**config.mk**
```make
export PLATFORM = sky130hd
export DESIGN_NAME = fnd_scan_ctrl
export DESIGN_NICKNAME = d
export VERILOG_FILES = /design/src/rtl/fnd_scan_ctrl.sv
export SDC_FILE = /design/constraint.sdc
export NUM_CORES = 1
export LEC_CHECK = 0
export CAP_MARGIN = 20
export CORE_MARGIN = 2
export CORE_UTILIZATION = 36
export DETAILED_ROUTE_END_ITERATION = 8
export GPL_TIMING_DRIVEN = 0
export PLACE_DENSITY = 0.66
export SLEW_MARGIN = 20
export SYNTH_ARGS = -nofsm -noshare
export SYNTH_HDL_FRONTEND = slang
export SYNTH_SLANG_ARGS = --single-unit
```
**constraint.sdc**
```tcl
create_clock -name i_clk -period 2.1 [get_ports i_clk]
set_input_delay 0.525 -clock i_clk [delete_from_list [all_inputs] [get_ports i_clk]]
set_output_delay 0.525 -clock i_clk [all_outputs]
set_load 0.01 [all_outputs]
```
**src/rtl/fnd_scan_ctrl.sv**
```systemverilog
// fnd_scan_ctrl: time-multiplexed scan controller for a 4-digit common-anode FND.
//
// Cycles the digit select 0..3. Each digit gets BLANK_TICKS cycles with every
// common off, followed by DIGIT_TICKS cycles lit. i_bcd/i_dp are snapshotted
// only at frame start, so the display never tears mid-frame.
//
// Optional feature (compile-time macro FND_LZ_BLANK_EN): leading-zero
// suppression. Digits 3..1 stay dark while their nibble and every higher nibble
// are zero and no decimal point at or above them is set. Digit 0 always lights.
//
// Ports:
//   i_clk          system clock
//   i_reset        synchronous, active-high reset
//   i_enable       scan enable; 0 forces the display dark and restarts the scan
//   i_bcd[15:0]    four BCD digits, [3:0] = digit 0 (rightmost)
//   i_dp[3:0]      decimal point per digit, active-high
//   o_digitsel     index of the current digit
//   o_com[3:0]     active-low digit commons
//   o_bcd[3:0]     nibble of the current digit (from snapshot)
//   o_dp           decimal point of the current digit (from snapshot)
//   o_frame_start  one-cycle pulse when a new snapshot is taken
module fnd_scan_ctrl #(
  parameter int unsigned DIGIT_TICKS = 100000,
  parameter int unsigned BLANK_TICKS = 1000,
  parameter int unsigned CNT_W       = 17
) (
  input  logic        i_clk,
  input  logic        i_reset,
  input  logic        i_enable,
  input  logic [15:0] i_bcd,
  input  logic [3:0]  i_dp,
  output logic [1:0]  o_digitsel,
  output logic [3:0]  o_com,
  output logic [3:0]  o_bcd,
  output logic        o_dp,
  output logic        o_frame_start
);

  localparam logic [CNT_W-1:0] DIGIT_LAST = CNT_W'(DIGIT_TICKS - 32'd1);
  localparam logic [CNT_W-1:0] BLANK_LAST =
    CNT_W'((BLANK_TICKS == 32'd0) ? 32'd0 : BLANK_TICKS - 32'd1);
  localparam bit HAS_BLANK = (BLANK_TICKS != 32'd0);

  typedef enum logic [1:0] {
    S_IDLE  = 2'd0,
    S_BLANK = 2'd1,
    S_SHOW  = 2'd2
  } state_t;

  state_t           state_q, state_d;
  logic [CNT_W-1:0] cnt_q, cnt_d;
  logic [1:0]       dsel_q, dsel_d;
  logic [15:0]      snap_bcd_q, snap_bcd_d;
  logic [3:0]       snap_dp_q, snap_dp_d;
  logic [3:0]       com_q, com_d;
  logic [3:0]       bcd_q, bcd_d;
  logic             dp_q, dp_d;
  logic             fs_q, fs_d;
  logic             digit_lit;

  // Whether the digit about to be shown should actually light its common
`ifdef FND_LZ_BLANK_EN
  logic [3:0] lz_dark;

  always_comb begin
    lz_dark[3] = (snap_bcd_d[15:12] == 4'd0) && !snap_dp_d[3];
    lz_dark[2] = lz_dark[3] && (snap_bcd_d[11:8] == 4'd0) && !snap_dp_d[2];
    lz_dark[1] = lz_dark[2] && (snap_bcd_d[7:4] == 4'd0) && !snap_dp_d[1];
    lz_dark[0] = 1'b0;
    digit_lit  = !lz_dark[dsel_d];
  end
`else
  assign digit_lit = 1'b1;
`endif

  // Next-state, counter, snapshot and registered-output logic
  always_comb begin
    state_d    = state_q;
    cnt_d      = cnt_q;
    dsel_d     = dsel_q;
    snap_bcd_d = snap_bcd_q;
    snap_dp_d  = snap_dp_q;
    fs_d       = 1'b0;

    case (state_q)
      S_IDLE: begin
        if (i_enable) begin
          dsel_d     = 2'd0;
          snap_bcd_d = i_bcd;
          snap_dp_d  = i_dp;
          fs_d       = 1'b1;
          cnt_d      = '0;
          state_d    = HAS_BLANK ? S_BLANK : S_SHOW;
        end
      end
      S_BLANK: begin
        if (cnt_q == BLANK_LAST) begin
          cnt_d   = '0;
          state_d = S_SHOW;
        end else begin
          cnt_d = cnt_q + CNT_W'(1);
        end
      end
      S_SHOW: begin
        if (cnt_q == DIGIT_LAST) begin
          cnt_d  = '0;
          dsel_d = dsel_q + 2'd1;
          // Wrapping back to digit 0 starts a new frame
          if (dsel_q == 2'd3) begin
            snap_bcd_d = i_bcd;
            snap_dp_d  = i_dp;
            fs_d       = 1'b1;
          end
          state_d = HAS_BLANK ? S_BLANK : S_SHOW;
        end else begin
          cnt_d = cnt_q + CNT_W'(1);
        end
      end
      default: begin
        state_d = S_IDLE;
        cnt_d   = '0;
        dsel_d  = 2'd0;
      end
    endcase

    // Dropping enable parks the scan; the snapshot is kept
    if (!i_enable) begin
      state_d = S_IDLE;
      cnt_d   = '0;
      dsel_d  = 2'd0;
      fs_d    = 1'b0;
    end

    // Outputs track the digit being entered so they change with o_digitsel
    bcd_d = snap_bcd_d[{dsel_d, 2'b00} +: 4];
    dp_d  = snap_dp_d[dsel_d];
    com_d = 4'b1111;
    if (state_d == S_SHOW && digit_lit) begin
      com_d = ~(4'b0001 << dsel_d);
    end
  end

  // State and output registers
  always_ff @(posedge i_clk) begin
    if (i_reset) begin
      state_q    <= S_IDLE;
      cnt_q      <= '0;
      dsel_q     <= 2'd0;
      snap_bcd_q <= 16'd0;
      snap_dp_q  <= 4'd0;
      com_q      <= 4'b1111;
      bcd_q      <= 4'd0;
      dp_q       <= 1'b0;
      fs_q       <= 1'b0;
    end else begin
      state_q    <= state_d;
      cnt_q      <= cnt_d;
      dsel_q     <= dsel_d;
      snap_bcd_q <= snap_bcd_d;
      snap_dp_q  <= snap_dp_d;
      com_q      <= com_d;
      bcd_q      <= bcd_d;
      dp_q       <= dp_d;
      fs_q       <= fs_d;
    end
  end

  assign o_digitsel    = dsel_q;
  assign o_com         = com_q;
  assign o_bcd         = bcd_q;
  assign o_dp          = dp_q;
  assign o_frame_start = fs_q;

endmodule

```
==> results.toml, run 1 <==
[run_status]
status = "finished with violations"
failed_checks = "setup timing"

[floorplan]
core_mm2 = 0.007647
die_y_um = 92.51
die_area_mm2 = 0.008558
die_w_um = 92.51
ioPinCount = 35
rows = 32
initial_core_util_pct = 36.88

[setup_path]
cp_max_fo = 5
crit_top_cell = "buf_6"
cp_data_arrival_time_ns = 2.34
critPathCaptureType = "flip-flop"
reg2reg_depth = 9
path_cells = "ha_4, and4_4, and4_1, buf_6, mux2i_4, a41oi_2, buf_6, mux2i_2, o32ai_1"
crit_cells = 9
crit_family = "multiplexers"
path_buf_inv = 2
crit_required_ns = 2.28
startpoint_type = "flip-flop"
critPathKind = "reg -> reg"
slowest_stage = "dfxtp_2"
worst_path_largest_cell_delay_ns = 0.35

[drt]
viasPerCell = 5.642
drt_iter0_drc = 209
wl_met2_um = 3481
first_pass_iters = 5
routed_wl_um = 7493
drc = 0
avgRoutedWirePerCell_um = 15.71
routed.top_layer = "met4"
wl_met3_um = 388
ant_nets = 0
met1Wirelength_um = 3494
vias = 2691

[final_layout]
num_antenna_cells = 0
utilization_pct = 46.53
layout_common_cells = "65 x nand3_1, 44 x dfxtp_1, 33 x clkdlybuf4s50_1, 32 x nor2_1, 22 x a22oi_1"
drive_gt1_share_pct = 20.53
final_common_cell = "nand3_1"
syn_to_final_growth_pct = 26.18
layout.nets = 404

[synthesis]
synth.top_cell.area_share_pct = 36.20
yosysWarnings = 0
syn_inst = 328
synth_area_leaders = "dfxtp_1 36%, nand3_1 12%, mux2_2 8.0%"
synth_seq_area_share_pct = 36.20
synth_cell_types = 45
synth-main-ff-cell = "dfxtp_1"
ys_ff_latch = 51
synth-edff-count = 0
syn_nets = 357
syn-cell-area_mm2 = 0.002820
synthArstFlopShare_pct = 0
syn_avg_cell_area_um2 = 8.598
yosysTopAreaCell = "dfxtp_1"

[global_route]
antenna_found_initial = 0
grt_pass1_vias = 2492
grt_max_degree = 15
grt_first_pass_wirelength_um = 11990
grtUsageTotal_pct = 17.40
overflow = 0

[cts]
cts_max_level = 2
numCtsBuffers = 5
clkTransAtPathRegs_ns = 0.09
worstSkewPairLatency_ns = 0.31
cts-root-buf = "clkbuf_8"
cts.path.max_buffers = 2
cts_tree = "built"
cts.sinks = 51

[sta]
period_share_pct = 102.6
rsz0062_at_grt = "yes"
tightestPinTransition_ns = 0.5835
fin_setup_tns_ns = -0.1818
fmax_mhz = 464.1
min_period_ns = 2.155
max-slew-margin-rel_pct = 61.10
maxSlewViolCount = 0
hold_viol_final = 0
finalSetupViolCount = 5
skew_ns = 0.005522
layout_setup_ws_ns = -0.05457

[power]
powerDensity_mw_per_mm2 = 553.3
p_leak_uw = 0.001289
peakVddDrop_uv = 424.1

[placement]
gp_congestion = 0.7947
io_buffers = 33
hpwlAfterDp_um = 5042

[min_path]
min_path_cells = 1
hold_class = "reg -> reg"

[run]
cap_violations = 0
metal layers:
metal	track usage [%]	vias to the layer above
met5	0	-
met4	6.592	0
met3	3.336	9
met2	28.16	90
met1	22.96	1284
li1	-	1308
Yosys cell counts, drive strengths merged (5+ instances only):
master / instances
o32ai: 5
buf: 10
nand4: 6
mux2i: 6
mux2: 21
a22oi: 22
nand3: 65
inv: 5
xor2: 10
nand2: 11
a31oi: 19
nor2: 32
dfxtp: 51
clkbuf: 15
ha: 6
what timing repair did:
item	CTS	global route
hold buffers	0	0
pin swaps	4	3
gates resized for setup	31	11
setup endpoints to repair	31	19
buffers inserted	6	3
gates cloned	1	0
sequential cells by signal (all words and copies together) (netlist names):
name,flops
cnt_q,17
o_dp,1
state_q,2
o_com,4
snap_bcd_q,16
o_frame_start,1
o_digitsel,2
snap_dp_q,4
o_bcd,4
layout make-up:
cell class / count / area (µm²)
multi-input cells: 246 / 1738
clock inverters: 1 / 30.03
fillers: 727 / 4089
inverters: 5 / 18.77
clock buffers: 6 / 72.57
well taps: 102 / 127.6
flip-flops and latches: 51 / 1032
plain buffers: 23 / 136.4
repair buffers: 43 / 402.9
through the flow:
step	hold WS [ns]	power, µW	setup slack [ns]	std cells	area [µm²]
floorplan	0.4305	1201	0.02503	328	2820
global placement	0.4434	1296	-0.4748	463	3278
detailed placement	0.4497	1304	-0.4714	463	3278
CTS	0.4621	1971	-0.008807	476	3520
global route	0.4834	2043	-0.1149	477	3558
finish	0.4648	1969	-0.05457	477	3558
worst paths after layout:
| path | endpoint | slack (ns) | from |
|---|---|---|---|
| max | o_bcd[1] | -0.05 | cnt_q[0] |
| min | cnt_q[0] | 0.46 | cnt_q[0] |
| max reg2reg | o_bcd[1] | -0.05 | cnt_q[0] |
| min reg2reg | cnt_q[0] | 0.46 | cnt_q[0] |
kinds of logic (layout without fill, tap and decap cells):
logic type	after synthesis	in the layout	share of synthesized area, %
adder cells (fa/ha/maj)	6	6	2.662
XOR/XNOR	14	14	4.348
buffers and inverters	31	78	4.968
AND/OR/NAND/NOR	139	139	25.78
multiplexers	27	27	10.65
flip-flops	51	51	36.20
AO/OA/AOI/OAI	60	60	15.39
worst reg2reg max path: stages (launching register included):
cell and delay, ns:
dfxtp_2 0.35, ha_4 0.17, and4_4 0.20, and4_1 0.19, buf_6 0.13, mux2i_4 0.18, a41oi_2 0.25, buf_6 0.19
mux2i_2 0.24, o32ai_1 0.11
power by group:
group          internal [µW]  total [µW]  switching, µW
logic                    144         274            130
registers               1000        1020           22.3
clock network            350         672            322
total                   1490        1970            475
No activity file was read; power rests on OpenSTA's default activity.
==> run 2: changes to the inputs <==
- CORE_UTILIZATION: 36 -> 25
- PLACE_DENSITY: 0.66 -> 0.52
==> run 2 against run 1 <==
Against the previous run: the flow still finishes with violations (setup timing); critical endpoint is now o_bcd[3]; power up 7.1%; critical path depth shrank 1; highest routed layer unchanged; maximum frequency rose by 2.5%; register-to-register slack better by 0.05 ns.
==> results.toml, run 2 (same netlist as run 1, synthesis figures left out) <==
[final_layout]
layout.nets = 406
drive_gt1_share_pct = 23.28
top_regs = "cnt_q x17, snap_bcd_q x16"
num_antenna_cells = 0
fin_area_mm2 = 0.003732
syn_to_final_growth_pct = 32.34
n_fill_cell = 1129
regMostFlops = "cnt_q"
largest_register_ffs = 17
final_common_cell = "nand3_1"
layout_common_cells = "65 x nand3_1, 43 x dfxtp_1, 33 x clkdlybuf4s50_1, 29 x nor2_1"

[global_route]
grt_pass1_vias = 2549
grt_max_degree = 15
antenna_found_initial = 0
grtUsageTotal_pct = 13.40
grt_first_pass_wirelength_um = 12540
overflow = 0

[run_status]
failed_checks = "setup timing"
status = "finished with violations"

[cts]
worstSkewPairLatency_ns = 0.29
numCtsBuffers = 5
clkTransAtPathRegs_ns = 0.06
cts-root-buf = "clkbuf_16"
cts.path.max_buffers = 2
cts_tree = "built"
cts_hold_buf = 0
cts_max_level = 2
cts.sinks = 51

[drt]
drt_iter0_drc = 157
first_pass_iters = 4
viasPerCell = 5.207
drc = 0
routed_wl_um = 8143
ant_nets = 0
avgRoutedWirePerCell_um = 15.72
vias = 2697

[sta]
hold_viol_final = 0
min_period_ns = 2.101
skew_ns = 0.009893
tightestPinTransition_ns = 0.6099
rsz0062_at_grt = "yes"
fin_hold_ws_ns = 0.5391
finalSetupViolCount = 2
fin_setup_tns_ns = -0.001422
max-slew-margin-rel_pct = 59.34
period_share_pct = 100.0
maxSlewViolCount = 0
fmax_mhz = 476.0
layout_setup_ws_ns = -0.001005

[power]
p_total_uw = 2109
powerDensity_mw_per_mm2 = 565.2
peakVddDrop_uv = 259.5
p_leak_uw = 0.001367

[setup_path]
worst_path_largest_cell_delay_ns = 0.36
path_cells = "nor4_4, and4_1, buf_6, mux2i_4, a41o_1, buf_6, mux2_4, o32ai_2"
crit_required_ns = 2.30
path_buf_inv = 2
cp_data_arrival_time_ns = 2.31
critPathKind = "reg -> reg"
crit_top_cell = "buf_6"
critPathCaptureType = "flip-flop"
slowest_stage = "nor4_4"
crit_family = "simple AND/OR/NAND/NOR gates"
startpoint_type = "flip-flop"
cp_max_fo = 7

[floorplan]
ioPinCount = 35
initial_core_util_pct = 25.79
die_y_um = 110.2
core_mm2 = 0.01094
die_w_um = 110.2
die_area_mm2 = 0.01215
rows = 38

[placement]
dpl_cell_area_mm2 = 0.003326
dp_slack_ns = -0.5451
io_buffers = 33
hpwlAfterDp_um = 5512
gp_congestion = 0.7566

[run]
cap_violations = 0

[min_path]
hold_class = "reg -> reg"
[run 2: cell count changes in the layout (fill, tap and decap cells not counted), sizes merged]
cell         delta
buf             +8
clkbuf          -6
bufinv          -1
clkinv          +1
dlygate4sd2     +1
[run 2: metal layers]
layer / share of wire (%) / global-route usage (%) / up-vias / wire [µm]
met5: 0 / 0 / - / 0
met4: 1.4 / 4.911 / 0 / 114
met3: 4.6 / 2.881 / 7 / 371
met2: 46 / 20.73 / 61 / 3754
met1: 48 / 18.30 / 1301 / 3902
li1: - / - / 1328 / -
[run 2: through the flow]
stage,utilization (%),instances
5_1_grt,34.13,518
3_5_place_dp,30.41,501
4_1_cts,32.88,514
2_1_floorplan,-,328
3_3_place_gp,30.41,501
6_report,34.13,518
[run 2: layout make-up]
type / count / area (µm²) / area share, %
clock buffer: 7 / 132.6 / 3.553
multi-input combinational: 246 / 1784 / 47.80
clock inverter: 1 / 5.005 / 0.1341
sequential: 51 / 1033 / 27.69
tap: 140 / 175.2 / 4.693
timing repair buffer: 45 / 432.9 / 11.60
buffer: 23 / 150.1 / 4.023
inverter: 5 / 18.77 / 0.5028
[run 2: power breakdown]
part	internal (µW)	leakage [µW]	switching (µW)
combinational	146	0.000879	134
clock	442	0.0000679	363
sequential	1000	0.000420	22.4
total	1590	0.00137	520
[run 2: final timing paths]
path / start / to / slack, ns / cells past startpoint
setup reg to reg: cnt_q[12] / o_bcd[3] / -0.001 / 8
hold reg to reg: snap_bcd_q[9] / snap_bcd_q[9] / 0.54 / 2
hold / removal: snap_bcd_q[9] / snap_bcd_q[9] / 0.54 / 2
setup / recovery: cnt_q[12] / o_bcd[3] / -0.001 / 8
[run 2: worst register-to-register path, delay by kind of cell, from the launching register on]
kind	cells	cell delay (ns)
and+or+nand+nor	2	0.62
muxes	2	0.54
DFF	1	0.34
buffers and inverters	2	0.27
AOI/OAI and AO/OA	2	0.24
[run 2: what timing repair did]
action                     4_1_cts  5_1_grt
buffers inserted                 8        4
setup endpoints to repair       31       19
gates resized for setup         33       26
pin swaps                        3        8
gates cloned                     0        0
